**src/rtl/wi_mac_neuron_pkg.sv**
```systemverilog
// Shared constants, state encoding and MAC arithmetic helper for the
// neuron datapath that sits behind the weight ROM Wi.
package wi_nn_pkg;

  localparam int DW   = 8;
  localparam int AW   = 8;
  localparam int ACCW = 24;

  typedef enum logic [1:0] {
    IDLE  = 2'd0,
    FETCH = 2'd1,
    MAC   = 2'd2,
    OUT   = 2'd3
  } state_e;

  // Unsigned DW x DW product, zero-extended and added; wraps modulo 2^ACCW.
  function automatic logic [ACCW-1:0] mac_step(input logic [ACCW-1:0] acc,
                                               input logic [DW-1:0]   x,
                                               input logic [DW-1:0]   w);
    logic [2*DW-1:0] prod;
    prod = x * w;
    return acc + ACCW'(prod);
  endfunction

endpackage

```
**src/rtl/wi_mac_neuron_if.sv**
```systemverilog
// Control, feature-input and result handshake bundle of the neuron stage.
interface wi_mac_neuron_if;
  import wi_nn_pkg::*;

  logic            start;
  logic [AW-1:0]   base_addr;
  logic [DW-1:0]   x_in;
  logic            x_valid;
  logic            x_ready;
  logic [ACCW-1:0] y_out;
  logic            y_valid;
  logic            y_ready;
  logic            busy;

  modport master (
    output start, base_addr, x_in, x_valid, y_ready,
    input  x_ready, y_out, y_valid, busy
  );

  modport slave (
    input  start, base_addr, x_in, x_valid, y_ready,
    output x_ready, y_out, y_valid, busy
  );

endinterface

```
**src/rtl/wi_mac_neuron.sv**
```systemverilog
// Neuron MAC stage: walks the weight row in Wi, multiplies each feature
// sample by the registered weight Wip and accumulates N_TAPS products.
// Each tap spends one FETCH cycle so Wi can register ROM[add] before use.
module wi_mac_neuron
  import wi_nn_pkg::*;
#(
  parameter int N_TAPS = 256
) (
  input  logic            CS,
  input  logic            cen,
  wi_mac_neuron_if.slave  nif,
  output logic [AW-1:0]   add,
  input  logic [DW-1:0]   Wip
);

  localparam int            CW       = (N_TAPS > 1) ? $clog2(N_TAPS) : 1;
  localparam logic [CW-1:0] LAST_TAP = CW'(N_TAPS - 1);

  state_e          state_q, state_d;
  logic [AW-1:0]   add_q, add_d;
  logic [ACCW-1:0] acc_q, acc_d;
  logic [ACCW-1:0] y_q, y_d;
  logic [CW-1:0]   cnt_q, cnt_d;
  logic [ACCW-1:0] acc_sum;

  // State and datapath registers; reset clears everything including the sum.
  always_ff @(posedge CS) begin
    if (!cen) begin
      state_q <= IDLE;
      add_q   <= '0;
      acc_q   <= '0;
      y_q     <= '0;
      cnt_q   <= '0;
    end else begin
      state_q <= state_d;
      add_q   <= add_d;
      acc_q   <= acc_d;
      y_q     <= y_d;
      cnt_q   <= cnt_d;
    end
  end

  // Next-state and datapath update; every register holds unless a state acts.
  always_comb begin
    state_d = state_q;
    add_d   = add_q;
    acc_d   = acc_q;
    y_d     = y_q;
    cnt_d   = cnt_q;
    acc_sum = mac_step(acc_q, nif.x_in, Wip);
    unique case (state_q)
      IDLE: begin
        if (nif.start) begin
          add_d   = nif.base_addr;
          acc_d   = '0;
          cnt_d   = '0;
          state_d = FETCH;
        end
      end
      FETCH: begin
        state_d = MAC;
      end
      MAC: begin
        if (nif.x_valid) begin
          acc_d = acc_sum;
          if (cnt_q == LAST_TAP) begin
            y_d     = acc_sum;
            state_d = OUT;
          end else begin
            cnt_d   = cnt_q + CW'(1);
            add_d   = add_q + AW'(1);
            state_d = FETCH;
          end
        end
      end
      OUT: begin
        if (nif.y_ready) state_d = IDLE;
      end
      default: state_d = IDLE;
    endcase
  end

  // Handshake outputs decode the state register only.
  assign nif.x_ready = (state_q == MAC);
  assign nif.y_valid = (state_q == OUT);
  assign nif.busy    = (state_q != IDLE);
  assign nif.y_out   = y_q;
  assign add         = add_q;

endmodule
```
**src/flat_wrapper.sv**
```systemverilog
// flat-port wrapper written by rule: the top's interface ports become plain ports
module wi_mac_neuron_flat import wi_nn_pkg::*;
#(
  parameter int N_TAPS = 256
)
  (CS, cen, add, Wip, nif_start, nif_base_addr, nif_x_in, nif_x_valid, nif_y_ready, nif_x_ready, nif_y_out, nif_y_valid, nif_busy);
  wi_mac_neuron_if nif_i ();
  input  logic CS;
  input  logic cen;
  output logic [AW-1:0] add;
  input  logic [DW-1:0] Wip;
  input wire logic [$bits(nif_i.start)-1:0] nif_start;
  input wire logic [$bits(nif_i.base_addr)-1:0] nif_base_addr;
  input wire logic [$bits(nif_i.x_in)-1:0] nif_x_in;
  input wire logic [$bits(nif_i.x_valid)-1:0] nif_x_valid;
  input wire logic [$bits(nif_i.y_ready)-1:0] nif_y_ready;
  output wire logic [$bits(nif_i.x_ready)-1:0] nif_x_ready;
  output wire logic [$bits(nif_i.y_out)-1:0] nif_y_out;
  output wire logic [$bits(nif_i.y_valid)-1:0] nif_y_valid;
  output wire logic [$bits(nif_i.busy)-1:0] nif_busy;
  assign nif_i.start = nif_start;
  assign nif_i.base_addr = nif_base_addr;
  assign nif_i.x_in = nif_x_in;
  assign nif_i.x_valid = nif_x_valid;
  assign nif_i.y_ready = nif_y_ready;
  assign nif_x_ready = nif_i.x_ready;
  assign nif_y_out = nif_i.y_out;
  assign nif_y_valid = nif_i.y_valid;
  assign nif_busy = nif_i.busy;
  wi_mac_neuron #(.N_TAPS(N_TAPS)) u_core (.CS(CS), .cen(cen), .nif(nif_i), .add(add), .Wip(Wip));
endmodule
```
**config.mk**
```make
export PLATFORM = sky130hd
export DESIGN_NAME = wi_mac_neuron_flat
export DESIGN_NICKNAME = d
export VERILOG_FILES = /design/src/rtl/wi_mac_neuron_pkg.sv /design/src/rtl/wi_mac_neuron_if.sv /design/src/rtl/wi_mac_neuron.sv /design/src/flat_wrapper.sv
export SDC_FILE = /design/constraint.sdc
export NUM_CORES = 1
export LEC_CHECK = 0
export CAP_MARGIN = 20
export CORE_ASPECT_RATIO = 1.1
export CORE_MARGIN = 2
export CORE_UTILIZATION = 40
export DETAILED_ROUTE_END_ITERATION = 12
export PLACE_DENSITY = 0.7
export SETUP_SLACK_MARGIN = 0.2
export SYNTH_ARGS = -nofsm -noshare
export SYNTH_HDL_FRONTEND = slang
export SYNTH_SLANG_ARGS = --single-unit
```
**constraint.sdc**
```tcl
create_clock -name CS -period 8.4 [get_ports CS]
set_input_delay 1.68 -clock CS [delete_from_list [all_inputs] [get_ports CS]]
set_output_delay 1.68 -clock CS [all_outputs]
set_load 0.005 [all_outputs]
```
======== Word level (Yosys, flattened, before mapping) ========
Cells that the tools add are included.
word-level totals
  register bits after elaboration ......... 66
  bits of input ports ..................... 29
  output and inout bits ................... 35
  word-level logic and storage cells ...... 40
cells by class
  add/sub/neg operators ................... 3
  $mul .................................... 1
  eq/ne operators ......................... 8
  muxes and demuxes ....................... 16
  reductions and logical operators ........ 7
operator list
  kind                                                  number
  2-to-1 mux 24 bit                                     2
  2-to-1 mux 8 bit                                      6
  case mux 24 bit (2 select lines)                      1
  case mux 8 bit (2 select lines)                       2
  adder 24 x 16 -> 24 bit                               1
  adder 8 x 1 -> 8 bit (second input constant)          2
  multiplier 8 x 8 -> 16 bit                            1
  AND reduction 3 bit                                   3
  equality test 8 bit (second input constant)           1
  2-to-1 mux 2 bit                                      4
  inequality test 2 bit (second input constant)         4
  case mux 2 bit (4 select lines)                       1
  equality test 2 bit (second input constant)           2
  AND reduction 4 bit                                   1
  nonzero test 2 bit                                    2
  equality test 2 x 1 -> 1 bit (second input constant)  1
  zero test 2 bit                                       1

======== Logic depth before layout (Yosys ltp) ========
Gate-level depths: netlist of the first run.
  depth in word-level cells ............... 4
  gate-level depth with buffers ........... 18
  gate-level depth less buffers ........... 16

======== Worst setup path before layout of the first run ========
OpenSTA, ideal clock, no wires.
  kind .................................... input -> register
  from .................................... input Wip[1]
  to ...................................... register u_core.acc_q[22]
  library setup time ...................... 116 ps
  data arrival time ....................... 5710 ps
  required time ........................... 8284 ps
  setup slack ............................. 2575 ps
  cell stages on the path ................. 16
  cells stage by stage .................... clkbuf_1 nand2_1 fa_1 inv_1 fa_1 inv_1 fa_1 fa_1 inv_1 ha_1 and2_1 nand3_2 a211o_1 a21bo_1 a211o_1 a31o_1
between the ends
  longest elaborated chain between the ends .. 4
RTL lines
  what                              line                     RTL
  start: declaration                flat_wrapper.sv:11       input logic [DW-1:0] Wip;
  multiplier 8 x 8 -> 16 bit        wi_mac_neuron_pkg.sv:21  prod = x * w;
  adder 24 x 16 -> 24 bit           wi_mac_neuron_pkg.sv:22  return acc + ACCW'(prod);
  2-to-1 mux 24 bit                 wi_mac_neuron.sv:64      if (nif.x_valid) begin
  case mux 24 bit (2 select lines)  wi_mac_neuron.sv:51      unique case (state_q)
  end signal: assignment            wi_mac_neuron.sv:31      acc_q <= '0;
  end signal: assignment            wi_mac_neuron.sv:37      acc_q <= acc_d;
  end: declaration                  wi_mac_neuron.sv:21      logic [ACCW-1:0] acc_q, acc_d;
No other way between the ends. The select of a mux whose other input is x is not followed.
A chain may end at the register's enable or synchronous reset.

======== Worst setup path in the final report of the first run ========
  from .................................... input nif_x_in[5]
  to ...................................... register u_core.acc_q[15]
between the ends
  longest elaborated chain between the ends .. 4
RTL lines
  what                              line                     RTL
  start: declaration                flat_wrapper.sv:14       input wire logic [$bits(nif_i.x_in)-1:0] nif_x_in;
  multiplier 8 x 8 -> 16 bit        wi_mac_neuron_pkg.sv:21
  adder 24 x 16 -> 24 bit           wi_mac_neuron_pkg.sv:22
  2-to-1 mux 24 bit                 wi_mac_neuron.sv:64
  case mux 24 bit (2 select lines)  wi_mac_neuron.sv:51
No other way between the ends. The select of a mux whose other input is x is not followed.

==> impl_metrics.csv, run 1 <==
group,metric,value,unit
global_route,grt_pass1_wl,23.6,mm
final_layout,postLayoutCoreUtil,47.8,%
logic_synthesis,synth_largest_area_cell,"dfxtp_1",
sta,worstMarginPinSlew,0.728,ns
sta,rsz0062_at_grt,"false",
pwr,powerDensity,194,nW/um^2
setup_path,critPathKind,"in2reg",
sta,skew,0.00615,ns
final_layout,syn2layout_area_growth,18.3,%
logic_synthesis,yosys-top-cells-area,"dfxtp_1 (23%), fa_1 (17%), ha_1 (9.3%), inv_1 (6.4%), nand2_1 (6.2%)",
routing,drtIter0Drc,219,
logic_synthesis,synthFlopType,"dfxtp_1",
logic_synthesis,yosys-top-cells-count,"inv_1 (99), nand2_1 (96), dfxtp_1 (66)",
setup_path,cp-end-kind,"flip-flop",
run,maxCapViolCount,0,
routing,drc_errors,0,
global_route,track_usage,18.7,%
logic_synthesis,synthCells,708,
pwr,seqPwrFrac,24.9,%
pwr,p_int,775,uW
pwr,p_leak,2.91,nW
setup_path,worstPathRequired,8.62,ns
setup_path,cp-start-kind,"primary input",
setup_path,crit_chain,"clkdlybuf4s50_1 -> and2_1 -> fa_1 -> fa_1 -> inv_1 -> fa_1 -> fa_1 -> inv_1 -> ha_1 -> and3_1 -> and3_1 -> and3_1 -> or3_1 -> xnor2_1 -> o21ai_1",
setup_path,rrSetupSlack,3.94,ns
die,die_width,118,um
clock_network,cts_tree,"done",
setup_path,cpMaxStageDelayCell,"clkdlybuf4s50_1",
routing,via_count,4836,
logic_synthesis,synthMostInstantiatedCell,"inv_1",
logic_synthesis,synth.avg_cell_area,8.15,um^2
final_layout,ff_latch_area,1320,um^2
logic_synthesis,synth_fp_nets,830,
final_layout,layout-drive-gt1-share,5.12,%
die,core,14300,um^2
sta,final_max_slew_viol_count,0,
sta,period_share,74.9,%
pwr,p_switching,548,uW
pwr,switching_share,41.4,%
routing,drt-total-wl,13.7,mm
min_path,hold_class,"reg2reg",
logic_synthesis,synth-edff-count,0,
logic_synthesis,async_reset_ff_share,0,%
logic_synthesis,synth.distinct_cells,65,
placed_design,gp_congestion,0.870,
clock_network,clock_path_buffers,2,
die,die_area,15400,um^2
clock_network,h-tree-depth,3,
routing,wl_met2,6.38,mm
run_status,outcome,"finished clean",
placed_design,dpl.hpwl,10.6,mm
clock_network,path_clk_slew,0.06,ns
setup_path,cp.arrival,6.51,ns
clock_network,clk_latency,0.34,ns
die,start_util,40.4,%
placed_design,portBuffers,63,
routing,wl_met3,530,um
pwr,ir_drop,0.122,mV
sta,hold_violations,0,
final_layout,fin_nets,878,
routing,wire_per_inst,14.3,um
global_route,overflow,0,
sta,fmax,159,MHz
clock_network,cts-buffers-inserted,9,
logic_synthesis,yosysWarnings,0,
global_route,first_global_vias,4814,
routing,vias_per_cell,5.07,
routing,met1Wirelength,6.51,mm
final_layout,fillers,1455,
pwr,clkPwrFrac,27.5,%
die,rows,46,
logic_synthesis,seq_area_frac_synth,22.9,%
pwr,p_comb_share,47.6,%
final_layout,multiInputGateArea,3930,um^2
clock_network,cts_resized,0,
logic_synthesis,synth_seq_cells,66,
sta,layout_min_cycle_time,6.29,ns
global_route,grt_max_degree,45,
logic_synthesis,syn_area,5770,um^2
setup_path,cp_common_cell,"fa_1",
global_route,antenna_found_initial,0,
routing,top_layer_used,"met4",
final_layout,n_antenna_cell,0,
setup_path,worstPathMaxFanout,8,
sta,slew_headroom,51.5,%
clock_network,cts_sinks,66,
die,die_h,130,um
die,io_pins,64,
clock_network,holdBufCountCts,0,
setup_path,crit_path_max_incr_delay,0.58,ns
clock_network,cts_setup_buffers,0,
logic_synthesis,synth_top_cell_area_share,22.9,%
sta,tns,0,ns
sta,final-setup-viol-count,0,
clock_network,clockRootBuffer,"clkbuf_16",
routing,postRouteAntennaNets,0,
routing,firstDrtPassIters,5,
pwr,total_power,1.32,mW
layout make-up:
cell class | count | area share [%]
multi-input combinational | 511 | 57.6
sequential | 66 | 19.4
timing repair buffer | 67 | 9.68
inverter | 101 | 5.59
tap | 192 | 3.52
clock buffer | 9 | 3.30
clock inverter | 7 | 0.898
stage by stage:
stage	instance area [um^2]	instances	worst slack (ns)	hold WS, ns
CTS	6820	953	2.11	0.460
global placement	6540	937	1.84	0.439
floorplan	5770	708	2.57	0.425
detailed placement	6540	937	1.77	0.450
global route	6820	953	1.75	0.482
finish	6820	953	2.11	0.456
worst paths after layout:
check                    from               end  cells past startpoint
max               nif_x_in[5]  u_core.acc_q[15]                     15
min          u_core.acc_q[13]  u_core.acc_q[13]                      2
max reg2reg   u_core.acc_q[6]  u_core.acc_q[22]                     15
min reg2reg  u_core.acc_q[13]  u_core.acc_q[13]                      2
power by group through the flow:
stage               Clock [mW]  Combinational (mW)  Sequential [mW]
floorplan                    0               0.478            0.335
detailed placement           0               0.625            0.336
global route             0.379               0.728            0.331
finish                   0.363               0.630            0.329
CTS                      0.367               0.633            0.329
global placement             0               0.619            0.336
registers in the layout, summed over array words and instances, names as in the netlist:
name,flops
u_core.cnt_q,8
u_core.acc_q,24
u_core.state_q,2
u_core.nif.y_out,24
u_core.add,8
cells by family after synthesis:
group	Yosys count	synth area share, %
simple gates	261	21.9
buf+inv	131	8.96
flops	66	22.9
mux	3	0.521
compound gates	136	16.3
xor+xnor	18	2.73
fa+ha+maj	93	26.7
routing by layer:
layer,vias up,track usage (%)
li1,2440,-
met4,0,6.86
met3,21,2.80
met2,104,31.4
met1,2271,24.7
met5,-,0
cell usage in the layout, fill, tap and decap left out, types with 3 or more instances in the layout:
| master | n |
|---|---|
| inv_1 | 99 |
| nand2_1 | 96 |
| dfxtp_1 | 66 |
| clkdlybuf4s50_1 | 63 |
| nor2_1 | 50 |
| fa_1 | 50 |
| ha_1 | 43 |
| and2_1 | 41 |
| a21oi_1 | 34 |
| o21ai_0 | 27 |
| nand3_1 | 24 |
| a22oi_1 | 16 |
| xor2_1 | 11 |
| nand4_1 | 9 |
| clkbuf_16 | 9 |
| and3_1 | 7 |
| xnor2_1 | 7 |
| o211ai_1 | 6 |
| or3_1 | 6 |
| a31oi_1 | 6 |
| nor3_1 | 6 |
| o31ai_1 | 5 |
| a21o_1 | 5 |
| nand2b_1 | 4 |
| buf_4 | 4 |
| mux2i_1 | 3 |
| a22o_1 | 3 |
| a211o_1 | 3 |
| o21ai_1 | 3 |
| a211oi_1 | 3 |
critical path, delay by kind of cell:
kind,cells,cell delay (ns)
simple gates,5,1.39
fa+ha+maj,5,2.47
buf+inv,3,0.69
compound gates,1,0.08
xor+xnor,1,0.19
(Power assumes the default switching activity.)
==> inputs of run 2 (changes only) <==
==> constraint.sdc (replaced) <==
create_clock -name CS -period 6 [get_ports CS]
set_input_delay 1.2 -clock CS [delete_from_list [all_inputs] [get_ports CS]]
set_output_delay 1.2 -clock CS [all_outputs]
set_load 0.005 [all_outputs]
==> run 2 against run 1 <==
Cell area rose by 4.3%. Via count rose by 2.1%. Clock-buffer cell count rose by 1. Largest power group unchanged. Highest routed layer unchanged.
==> impl_metrics.csv, run 2 (synthesis results as in run 1) <==
group,metric,value,unit
die,io_pins,64,
die,die_area,15400,um^2
setup_path,critPathKind,"in2reg",
routing,wire_per_inst,13.9,um
final_layout,final_common_cell,"inv_1",
global_route,grt_max_degree,44,
sta,layout_min_cycle_time,5.61,ns
final_layout,final_cell_mix,"inv_1 (99), nand2_1 (96), dfxtp_1 (66)",
setup_path,worstPathMaxFanout,6,
clock_network,path_clk_slew,0.05,ns
global_route,grtUsageMet3,3.19,%
global_route,grt_pass1_wl,23.5,mm
final_layout,fin_nets,904,
placed_design,place_area,6730,um^2
global_route,overflow,0,
die,core,14300,um^2
routing,postRouteAntennaNets,0,
sta,final-setup-viol-count,0,
setup_path,cp-end-kind,"flip-flop",
global_route,first_global_vias,4870,
clock_network,holdBufCountCts,0,
sta,worstMarginPinSlew,0.897,ns
placed_design,portBuffers,63,
sta,tns,0,ns
sta,hold_violations,0,
global_route,grt.busiest_layer,"met2",
run,maxCapViolCount,0,
final_layout,n_antenna_cell,0,
pwr,ir_drop,0.158,mV
die,die_h,130,um
clock_network,cts-buffers-inserted,9,
die,die_width,118,um
routing,drc_errors,0,
clock_network,cts_tree,"done",
clock_network,clockRootBuffer,"clkbuf_16",
setup_path,cp.arrival,5.84,ns
routing,via_count,4939,
clock_network,clock_path_buffers,2,
global_route,use_met2,31.7,%
sta,slew_headroom,40.0,%
die,start_util,40.4,%
global_route,track_usage,18.8,%
pwr,p_leak,3.15,nW
clock_network,cts_setup_buffers,0,
die,rows,46,
clock_network,h-tree-depth,3,
sta,fmax,178,MHz
routing,vias_per_cell,5.04,
final_layout,postLayoutCellArea,7120,um^2
pwr,powerDensity,283,nW/um^2
final_layout,layout-drive-gt1-share,9.78,%
global_route,antenna_found_initial,0,
run_status,outcome,"finished clean",
routing,drtIter0Drc,301,
placed_design,gp_congestion,0.822,
pwr,total_power,2.02,mW
sta,rsz0062_at_grt,"false",
clock_network,cts_sinks,66,
sta,period_share,93.5,%
routing,firstDrtPassIters,5,
sta,final_max_slew_viol_count,0,
setup_path,cp-start-kind,"primary input",
final_layout,syn2layout_area_growth,23.5,%
clock_network,clk_latency,0.34,ns
sta,skew,0.00783,ns
global_route,grt_use_met1,25.2,%
placed_design,dpl.hpwl,10.7,mm
setup_path,worstPathRequired,6.23,ns
routing,drt-total-wl,13.6,mm
min_path,hold_class,"reg2reg",
## run 2: cell types whose count changed in the layout (fill, tap and decap cells not counted), moves of 3 or more
cell / delta
buf_4: +26
clkdlybuf4s50_1: -10
dlymetal6s2s_1: +10
a21oi_1: -3
a21oi_2: +3
ha_1: -3
## run 2: path summary, 6_finish.rpt
| path | startpoint | to | slack [ns] | depth (start not counted) |
|---|---|---|---|---|
| setup / recovery | nif_x_in[2] | u_core.acc_q[22] | 0.39 | 16 |
| hold / removal | u_core.acc_q[15] | u_core.acc_q[15] | 0.45 | 2 |
| setup reg to reg | u_core.acc_q[6] | u_core.acc_q[22] | 1.58 | 15 |
| hold reg to reg | u_core.acc_q[15] | u_core.acc_q[15] | 0.45 | 2 |
## run 2: per-layer routing
layer | vias to the layer above | share of wire, %
met5 | - | 0
met4 | 0 | 1.4
met3 | 13 | 3.9
met2 | 94 | 48
met1 | 2339 | 47
li1 | 2493 | -
## run 2: area by class of cell
class,instances,area (um^2)
tap,192,240
clock buffer,10,239
clock inverter,6,65.1
timing repair buffer,93,881
inverter,101,382
sequential,66,1320
fill,1420,7150
multi-input combinational,511,3990
## run 2: worst max-delay path, cell delays in order
cell	delay (ns)
clkdlybuf4s50_1	0.49
buf_4	0.19
and2_1	0.14
fa_1	0.44
fa_1	0.55
inv_1	0.05
fa_1	0.47
fa_1	0.55
inv_1	0.04
ha_1	0.33
and2_1	0.19
nand3_2	0.11
a211o_1	0.33
a21bo_2	0.25
a211o_1	0.30
a31o_1	0.21
## run 2: metrics by stage
| stage | util (%) | hold slack, ns | instances | setup WS (ns) |
|---|---|---|---|---|
| 6_report | 49.9 | 0.452 | 979 | 0.392 |
| 5_1_grt | 49.9 | 0.469 | 979 | 0.201 |
| 4_1_cts | 49.3 | 0.455 | 979 | 0.202 |
| 3_5_place_dp | 47.2 | 0.448 | 963 | -0.0777 |
| 3_3_place_gp | 47.2 | 0.444 | 963 | -0.107 |
| 2_1_floorplan | - | 0.425 | 708 | 0.655 |
## run 2: power by group
part | switching [mW] | leakage [nW] | total, mW | internal, mW
clock network | 0.198 | 0.149 | 0.531 | 0.333
logic | 0.572 | 2.47 | 1.02 | 0.451
registers | 0.0111 | 0.533 | 0.462 | 0.451
## run 2: what timing repair did
item | 4_1_cts | 5_1_grt
hold endpoints to repair | 0 | 0
setup endpoints to repair | 0 | 21
resized for setup | 0 | 22
